[src/rtl/npc_fetch_if.sv]
// npc_fetch_if: bundles the F-stage next-PC controls and the fetch outputs.
//  master : the D-stage/CP0 side. It drives the redirect controls and reads the fetch outputs.
//  slave  : npc_fetch. It reads the controls and drives pc_f/bd_f/adel_f/flush_fd.
//  Signals:
//   stall, is_branch, cmp_true, is_j, is_jr, eret, exc_req : 1-bit controls
//   imm16 (16), instr_index (26), rs_val (32), pc_d (32), epc (32) : redirect operands
//   pc_f (32), bd_f, adel_f, flush_fd : fetch-side results
interface npc_fetch_if;
  logic        stall;
  logic        is_branch;
  logic        cmp_true;
  logic        is_j;
  logic        is_jr;
  logic [15:0] imm16;
  logic [25:0] instr_index;
  logic [31:0] rs_val;
  logic [31:0] pc_d;
  logic        exc_req;
  logic        eret;
  logic [31:0] epc;
  logic [31:0] pc_f;
  logic        bd_f;
  logic        adel_f;
  logic        flush_fd;

  modport master (
    output stall, is_branch, cmp_true, is_j, is_jr, imm16, instr_index,
           rs_val, pc_d, exc_req, eret, epc,
    input  pc_f, bd_f, adel_f, flush_fd
  );

  modport slave (
    input  stall, is_branch, cmp_true, is_j, is_jr, imm16, instr_index,
           rs_val, pc_d, exc_req, eret, epc,
    output pc_f, bd_f, adel_f, flush_fd
  );
endinterface

[src/rtl/npc_fetch.sv]
// npc_fetch: PC register and next-PC selector for the F stage of a 5-stage MIPS pipeline.
//  clk   : rising-edge clock
//  reset : synchronous, active-high; loads RESET_PC
//  bus   : npc_fetch_if.slave
//          inputs  : stall, D-stage branch/jump decode and operands, CP0 exc_req/eret/epc
//          outputs : pc_f (registered fetch address), bd_f (delay-slot flag),
//                    adel_f (fetch address error), flush_fd (clear F/D after eret)
//  Redirect priority, highest first:
//    reset > exc_req > stall > eret > jr > j > taken branch > sequential.
module npc_fetch #(
  parameter logic [31:0] RESET_PC  = 32'h0000_3000,
  parameter logic [31:0] EXC_ENTRY = 32'h0000_4180,
  parameter logic [31:0] TEXT_LO   = 32'h0000_3000,
  parameter logic [31:0] TEXT_HI   = 32'h0000_6ffc
) (
  input  logic        clk,
  input  logic        reset,
  npc_fetch_if.slave  bus
);

  logic [31:0] pc_r;
  logic [31:0] pc_next_s;
  logic [31:0] pc_seq_s;
  logic [31:0] pc_d_plus4_s;
  logic [31:0] br_off_s;
  logic [31:0] br_target_s;
  logic [31:0] j_target_s;

  // Fetch address error: misaligned word or outside the text window (unsigned compare).
  function automatic logic addr_err(input logic [31:0] a);
    return (a[1:0] != 2'b00) || (a < TEXT_LO) || (a > TEXT_HI);
  endfunction

  // Redirect targets. All adds wrap silently at 32 bits; adel_f reports a wrapped address.
  assign pc_seq_s     = pc_r + 32'd4;
  assign pc_d_plus4_s = bus.pc_d + 32'd4;
  assign br_off_s     = {{14{bus.imm16[15]}}, bus.imm16, 2'b00};
  assign br_target_s  = pc_d_plus4_s + br_off_s;
  assign j_target_s   = {pc_d_plus4_s[31:28], bus.instr_index, 2'b00};

  // Next-PC priority mux. A stall holds the PC, so a stalled D instr redirects
  // only once it is re-evaluated in its first unstalled cycle.
  always_comb begin
    pc_next_s = pc_seq_s;
    if (bus.exc_req) begin
      pc_next_s = EXC_ENTRY;
    end else if (bus.stall) begin
      pc_next_s = pc_r;
    end else if (bus.eret) begin
      pc_next_s = bus.epc;
    end else if (bus.is_jr) begin
      pc_next_s = bus.rs_val;
    end else if (bus.is_j) begin
      pc_next_s = j_target_s;
    end else if (bus.is_branch && bus.cmp_true) begin
      pc_next_s = br_target_s;
    end else begin
      pc_next_s = pc_seq_s;
    end
  end

  // PC register; reset overrides every pending redirect.
  always_ff @(posedge clk) begin
    if (reset) begin
      pc_r <= RESET_PC;
    end else begin
      pc_r <= pc_next_s;
    end
  end

  assign bus.pc_f     = pc_r;
  assign bus.adel_f   = addr_err(pc_r);
  // The instruction after any branch/jump is a delay slot, taken or not, and
  // the flag stays up while the D instr is held by a stall.
  assign bus.bd_f     = (bus.is_branch | bus.is_j | bus.is_jr) & ~bus.exc_req & ~reset;
  // eret has no delay slot: the instruction fetched behind it is squashed.
  assign bus.flush_fd = bus.eret & ~bus.stall & ~bus.exc_req & ~reset;

endmodule

[src/flat_wrapper.sv]
// flat-port wrapper written by rule: the top's interface ports become plain ports
module npc_fetch_flat 
#(
  parameter logic [31:0] RESET_PC  = 32'h0000_3000,
  parameter logic [31:0] EXC_ENTRY = 32'h0000_4180,
  parameter logic [31:0] TEXT_LO   = 32'h0000_3000,
  parameter logic [31:0] TEXT_HI   = 32'h0000_6ffc
)
  (clk, reset, bus_stall, bus_is_branch, bus_cmp_true, bus_is_j, bus_is_jr, bus_imm16, bus_instr_index, bus_rs_val, bus_pc_d, bus_exc_req, bus_eret, bus_epc, bus_pc_f, bus_bd_f, bus_adel_f, bus_flush_fd);
  npc_fetch_if bus_i ();
  input  logic clk;
  input  logic reset;
  input wire logic [$bits(bus_i.stall)-1:0] bus_stall;
  input wire logic [$bits(bus_i.is_branch)-1:0] bus_is_branch;
  input wire logic [$bits(bus_i.cmp_true)-1:0] bus_cmp_true;
  input wire logic [$bits(bus_i.is_j)-1:0] bus_is_j;
  input wire logic [$bits(bus_i.is_jr)-1:0] bus_is_jr;
  input wire logic [$bits(bus_i.imm16)-1:0] bus_imm16;
  input wire logic [$bits(bus_i.instr_index)-1:0] bus_instr_index;
  input wire logic [$bits(bus_i.rs_val)-1:0] bus_rs_val;
  input wire logic [$bits(bus_i.pc_d)-1:0] bus_pc_d;
  input wire logic [$bits(bus_i.exc_req)-1:0] bus_exc_req;
  input wire logic [$bits(bus_i.eret)-1:0] bus_eret;
  input wire logic [$bits(bus_i.epc)-1:0] bus_epc;
  output wire logic [$bits(bus_i.pc_f)-1:0] bus_pc_f;
  output wire logic [$bits(bus_i.bd_f)-1:0] bus_bd_f;
  output wire logic [$bits(bus_i.adel_f)-1:0] bus_adel_f;
  output wire logic [$bits(bus_i.flush_fd)-1:0] bus_flush_fd;
  assign bus_i.stall = bus_stall;
  assign bus_i.is_branch = bus_is_branch;
  assign bus_i.cmp_true = bus_cmp_true;
  assign bus_i.is_j = bus_is_j;
  assign bus_i.is_jr = bus_is_jr;
  assign bus_i.imm16 = bus_imm16;
  assign bus_i.instr_index = bus_instr_index;
  assign bus_i.rs_val = bus_rs_val;
  assign bus_i.pc_d = bus_pc_d;
  assign bus_i.exc_req = bus_exc_req;
  assign bus_i.eret = bus_eret;
  assign bus_i.epc = bus_epc;
  assign bus_pc_f = bus_i.pc_f;
  assign bus_bd_f = bus_i.bd_f;
  assign bus_adel_f = bus_i.adel_f;
  assign bus_flush_fd = bus_i.flush_fd;
  npc_fetch #(.RESET_PC(RESET_PC), .EXC_ENTRY(EXC_ENTRY), .TEXT_LO(TEXT_LO), .TEXT_HI(TEXT_HI)) u_core (.clk(clk), .reset(reset), .bus(bus_i));
endmodule
[config.mk]
export PLATFORM = sky130hd
export DESIGN_NAME = npc_fetch_flat
export DESIGN_NICKNAME = d
export VERILOG_FILES = /design/src/rtl/npc_fetch_if.sv /design/src/rtl/npc_fetch.sv /design/src/flat_wrapper.sv
export SDC_FILE = /design/constraint.sdc
export NUM_CORES = 1
export LEC_CHECK = 0
export CORE_UTILIZATION = 45
export CTS_BUF_LIST = sky130_fd_sc_hd__clkbuf_8 sky130_fd_sc_hd__clkbuf_16
export DETAILED_ROUTE_END_ITERATION = 6
export PLACE_DENSITY = 0.87
export SLEW_MARGIN = 20
export SYNTH_ARGS = -nofsm -noshare
export SYNTH_HDL_FRONTEND = slang
export SYNTH_SLANG_ARGS = --single-unit
[constraint.sdc]
create_clock -name clk -period 4.39 [get_ports clk]
set_input_delay 0.878 -clock clk [delete_from_list [all_inputs] [get_ports clk]]
set_output_delay 0.878 -clock clk [all_outputs]
set_load 0.005 [all_outputs]
---- Word level (Yosys, flattened, before mapping) ----
Cells that the tools add are included.
operators by class
  add/subtract/negate cells ............... 3
  order comparisons ....................... 2
  eq/ne operators ......................... 1
  multiplexer cells ....................... 6
  bitwise logic cells ..................... 10
  reductions and logical operators ........ 5
operators with widths
  kind                   number
  $mux 32                4
  $add 32x3->32 const B  2
  $add 32x32->32         1
  $gt 32x15->1 const B   1
  $lt 32x14->1 const B   1
  $mux 15                2
  $and 1x1->1            5
  $not 1->1              3
  $logic_or 1x1->1       2
  $ne 2x1->1 const B     1
  $or 1x1->1             2
  $reduce_bool 2->1      1
  $reduce_or 2->1        1
  $logic_and 1x1->1      1
storage, ports and cells
  bits in registers ....................... 32
  input port bits ......................... 147
  output and inout bits ................... 35
  logic and storage cells ................. 29

---- Longest topological paths before layout ----
  word-level depth ........................ 8
  gate-level depth with buffers ........... 16
  mapped depth without buffers ............ 16

---- Least setup slack after synthesis ----
OpenSTA, ideal clock, no wires.
  path kind ............................... input port to flip-flop
  start ................................... input port bus_pc_d[5]
  end ..................................... register u_core.pc_r[29] (netlist: u_core.bus.pc_f[29])
  library setup time ...................... 121 ps
  arrival ................................. 3874 ps
  data required time ...................... 4269 ps
  setup slack ............................. 395 ps
  cell stages on the path ................. 16
  buffers on the path ..................... 1
  cells stage by stage .................... and4_1 > and3_1 > and2_1 > nor3b_1 > nand4_1 > xnor2_1 > ha_1 > buf_6 > a21oi_4 > o2111ai_1 > a221o_1 > nor2b_1 > nor2_1 > or4b_1 > a31oi_1 > a21oi_1
between the ends
  word-level cells in the longest chain between the ends .. 6
ends and longest elaborated chain
  element               line                source
  from (decl)           flat_wrapper.sv:21  input wire logic [$bits(bus_i.pc_d)-1:0] bus_pc_d;
  $add 32x3->32 (*)     npc_fetch.sv:36     assign pc_d_plus4_s = bus.pc_d + 32'd4;
  $add 32x32->32        npc_fetch.sv:38     assign br_target_s = pc_d_plus4_s + br_off_s;
  $mux 32               npc_fetch.sv:55     end else if (bus.is_branch && bus.cmp_true) begin
  $mux 32 (*)           npc_fetch.sv:53     end else if (bus.is_j) begin
  $mux 32 (*)           npc_fetch.sv:51     end else if (bus.is_jr) begin
  $mux 32 (*)           npc_fetch.sv:49     end else if (bus.eret) begin
  to (signal assigned)  npc_fetch.sv:67     pc_r <= pc_next_s;
  to (decl)             npc_fetch.sv:21     logic [31:0] pc_r;
Every way passes the cells marked *; elsewhere a longest branch is shown, timed or not.
A chain may end at the register's enable or synchronous reset.

---- Worst setup path after layout ----
  start ................................... input port bus_pc_d[4]
  end ..................................... register u_core.pc_r[30] (netlist: u_core.bus.pc_f[30])
The elaborated chain is that of the path after synthesis.

==> summary.md <==
| Metric | Value |
|---|---|
| Sequential fraction of the synthesis area | between 10% and 20% |
| Gate Count Post-Synth | about 730 |
| Initial Utilization | a little under half |
| Clock Skew | roughly 7.5 ps |
| Layout area overhead | 50.3% |
| Worst-case clock buffer depth | 2 |
| Port bufs | 181 |
| Hold WC Path Type | reg -> reg |
| Via Count | 6700 |
| Synth cell types | 76 |
| Max reg flops | 32 |
| Most frequent cells in the layout | clkdlybuf4s50_1, nand2_1, buf_4, nor2_1, a21oi_1 |
| Root Buffer | clkbuf_16 |
| Die X | 108 um |
| # Max-Cap Violations | 0 |
| Final core occ | between 70% and 80% |
| Psw | approximately 0.00051 W |
| Core Area | around 11000 um^2 |
| Final hold slack | 560 ps |
| Slack of the critical path | just under 200 ps |
| Die area | between 10000 and 15000 um^2 |
| Boundary pin count | between 150 and 200 |
| Dominant synthesized flop cell | dfxtp_1 |
| Sink Count | 32 |
| Seq pwr share | between 20 and 25% |
| Slowest stage delay, CP | approximately 480 ps |
| Routability cong. | approximately 0.96 |
| Status | completed |
| Cts bufs inserted | 5 |
| Clk pwr share | ~29% |
| Syn_area_per_cell | 7.01 um^2 |
| Final Net Count | approximately 1100 |
| CP Cell Sequence | clkdlybuf4s50_1, and4_1, and3_4, and2_4, nor3b_2, buf_4, and3_1, buf_4, nand3_1, xnor2_1, ha_1, a21o_1, a21oi_1, o21ai_0, a21o_1, a21o_1, a21oi_1, a21oi_1, nor4_1 |
| Post-DP Area | around 7500 um^2 |
| Crit-path max FO | 3 |
| Yosys reg bits | 32 |
| Top post-synthesis cells by area | dfxtp_1, ha_1, xnor2_1 |
| Post-synthesis net count | between 900 and 1000 |
| Top cell type's share of synthesized area | ~13% |
| Total power draw | 0.00149 W |
| CP arrival | between 4000 and 5000 ps |
| Max Freq | about 240 MHz |
| Die Y | about 110 um |
| Detailed Route Iter0 Violations | ~620 |
| Crit. End Element | flop |
| Mapped Area | 5090 um^2 |
| N_diodes | 0 |
| Final ANT Viol Nets | 0 |
| YS warnings | 0 |
| CP max-delay cell | clkdlybuf4s50_1 |
| Clock slew seen by the registers of the worst setup and hold paths | ~50 ps |
| Initial antenna violation count | 0 |
| Synth area leader | dfxtp_1 |
| Setup violations, final | 0 |
| Share of total power in combinational logic | around half |
| Wire length per cell | 18.7 um |
| Final Critical Period | 4190 ps |
| DRT Pass-1 Iters | 5 |
| P_leak | 3.04 nW |
| Vias per inst | 6.16 |
| Max-slew headroom | a little over half |
| Final instance area | 7650 um^2 |
| Net Sw Frac | 34.2% |
| # hold bufs at CTS | 0 |
| Gr ovfl total | 0 |
| Worst Max-Slew Pin Slew | 703 ps |
| Int Pwr | about 0.001 W |
| FP Rows | 38 |
| Share of layout cells above drive strength 1 | 10.9% |
| Post-DP HPWL | between 15 and 20 mm |
| DR DRC count | 0 |
| Commonest non-fill, non-tap cell in the layout | clkdlybuf4s50_1 |
| Max-slew violation count | 0 |
| Fin crit share | between 90% and 100% |
| Postcts setup bufs | 0 |
| CP Data Required Time | 4580 ps |
| Async set or reset register ratio after synthesis | 0% |
| Power per cell area | 194 nW/um^2 |
| Post-place setup slack | -184 ps |
| Peak VDD IR | 144 uV |
| CP Launch Type | primary input |
| Clock Latency Late Sink | between 200 and 300 ps |
| First-pass GRT wire length | roughly 31 mm |
| Post-synth EDFFs | 0 |
| Final hold vios | 0 |
| Detailed Route WL | between 20 and 25 mm |
| Crit path kind | in -> reg |
| Pin count of the biggest net entering global routing | 38 |
| Total GRT Usage | between 30 and 40% |
| Vias in the first global route | between 6000 and 7000 |
| CTS tree | done |
| H-tree levels | 2 |
power by group through the flow:
| stage | clock [W] | combinational [W] | sequential [W] |
|---|---|---|---|
| finish | 0.000430 | 0.000720 | 0.000336 |
| floorplan | 0 | 0.000364 | 0.000329 |
| global placement | 0 | 0.000693 | 0.000339 |
| CTS | 0.000427 | 0.000707 | 0.000334 |
| detailed placement | 0 | 0.000701 | 0.000340 |
| global route | 0.000437 | 0.000774 | 0.000337 |
worst max-delay path: cells and delay by family:
| family | cells | cell delay (ps) |
|---|---|---|
| fa+ha+maj | 1 | 300 |
| xor+xnor | 1 | 140 |
| compound gates | 7 | 1080 |
| simple gates | 7 | 1250 |
| buf+inv | 3 | 730 |
per-stage QoR:
stage | instances | setup TNS, ps
6_report | 1087 | 0
5_1_grt | 1087 | -81.1
4_1_cts | 1087 | 0
3_5_place_dp | 1079 | -738
3_3_place_gp | 1079 | -271
2_1_floorplan | 726 | 0
cell usage after synthesis, drive strengths merged, types with 3 or more instances:
library cell	instances
nand2	80
nor2	61
a21oi	60
o21ai	45
xnor2	42
nand3	37
ha	35
dfxtp	32
xor2	32
clkbuf	30
a211oi	18
nor3	18
and3	17
nand4	17
o22ai	17
a21o	16
inv	11
nor4	11
a31oi	10
and2	10
buf	9
mux2i	9
o211ai	9
a22oi	8
and4	8
a221o	7
nand2b	7
nor2b	7
or3	7
a211o	5
a22o	3
a41oi	3
o2111ai	3
o21a	3
o221ai	3
worst paths after layout:
| path | from | end | slack [ps] | depth (start not counted) |
|---|---|---|---|---|
| worst max register to register | u_core.bus.pc_f[2] | u_core.bus.pc_f[30] | 1720 | 9 |
| worst min register to register | u_core.bus.pc_f[1] | u_core.bus.pc_f[1] | 560 | 2 |
| worst max-delay path | bus_pc_d[4] | u_core.bus.pc_f[30] | 200 | 19 |
| worst min-delay path | u_core.bus.pc_f[1] | u_core.bus.pc_f[1] | 560 | 2 |
repair_timing:
item / in CTS / in global routing
endpoints found under the hold margin: 0 / 0
gates resized for setup: 0 / 5
endpoints found under the setup margin: 0 / 7
cell families (layout without fill, tap and decap cells):
| family | count (synthesis) | in the layout | synth area share [%] |
|---|---|---|---|
| XOR/XNOR | 74 | 74 | 12.7 |
| AND/OR/NAND/NOR | 288 | 288 | 28.5 |
| flip-flops | 32 | 32 | 12.6 |
| AO/OA/AOI/OAI | 235 | 235 | 31.4 |
| adder cells (fa/ha/maj) | 36 | 36 | 8.99 |
| buffers and inverters | 52 | 273 | 4.10 |
| multiplexers | 9 | 9 | 1.77 |
layout make-up:
type                    count  area (um^2)
repair buffers            252         2350
clock buffers               7          153
multi-input cells         642         4260
inverters                  13         48.8
fillers                   923         3280
clock inverters             1         30.0
flip-flops and latches     32          641
well taps                 140          175
routing by layer:
layer / global-route usage [%] / routed length, um / vias to the layer above
met5: 0 / 0 / -
met2: 58.4 / 9580 / 397
li1: - / - / 3176
met4: 14.4 / 674 / 0
met3: 6.81 / 2050 / 60
met1: 40.4 / 7970 / 3067
Note: power is estimated with default switching activity, not from simulation.
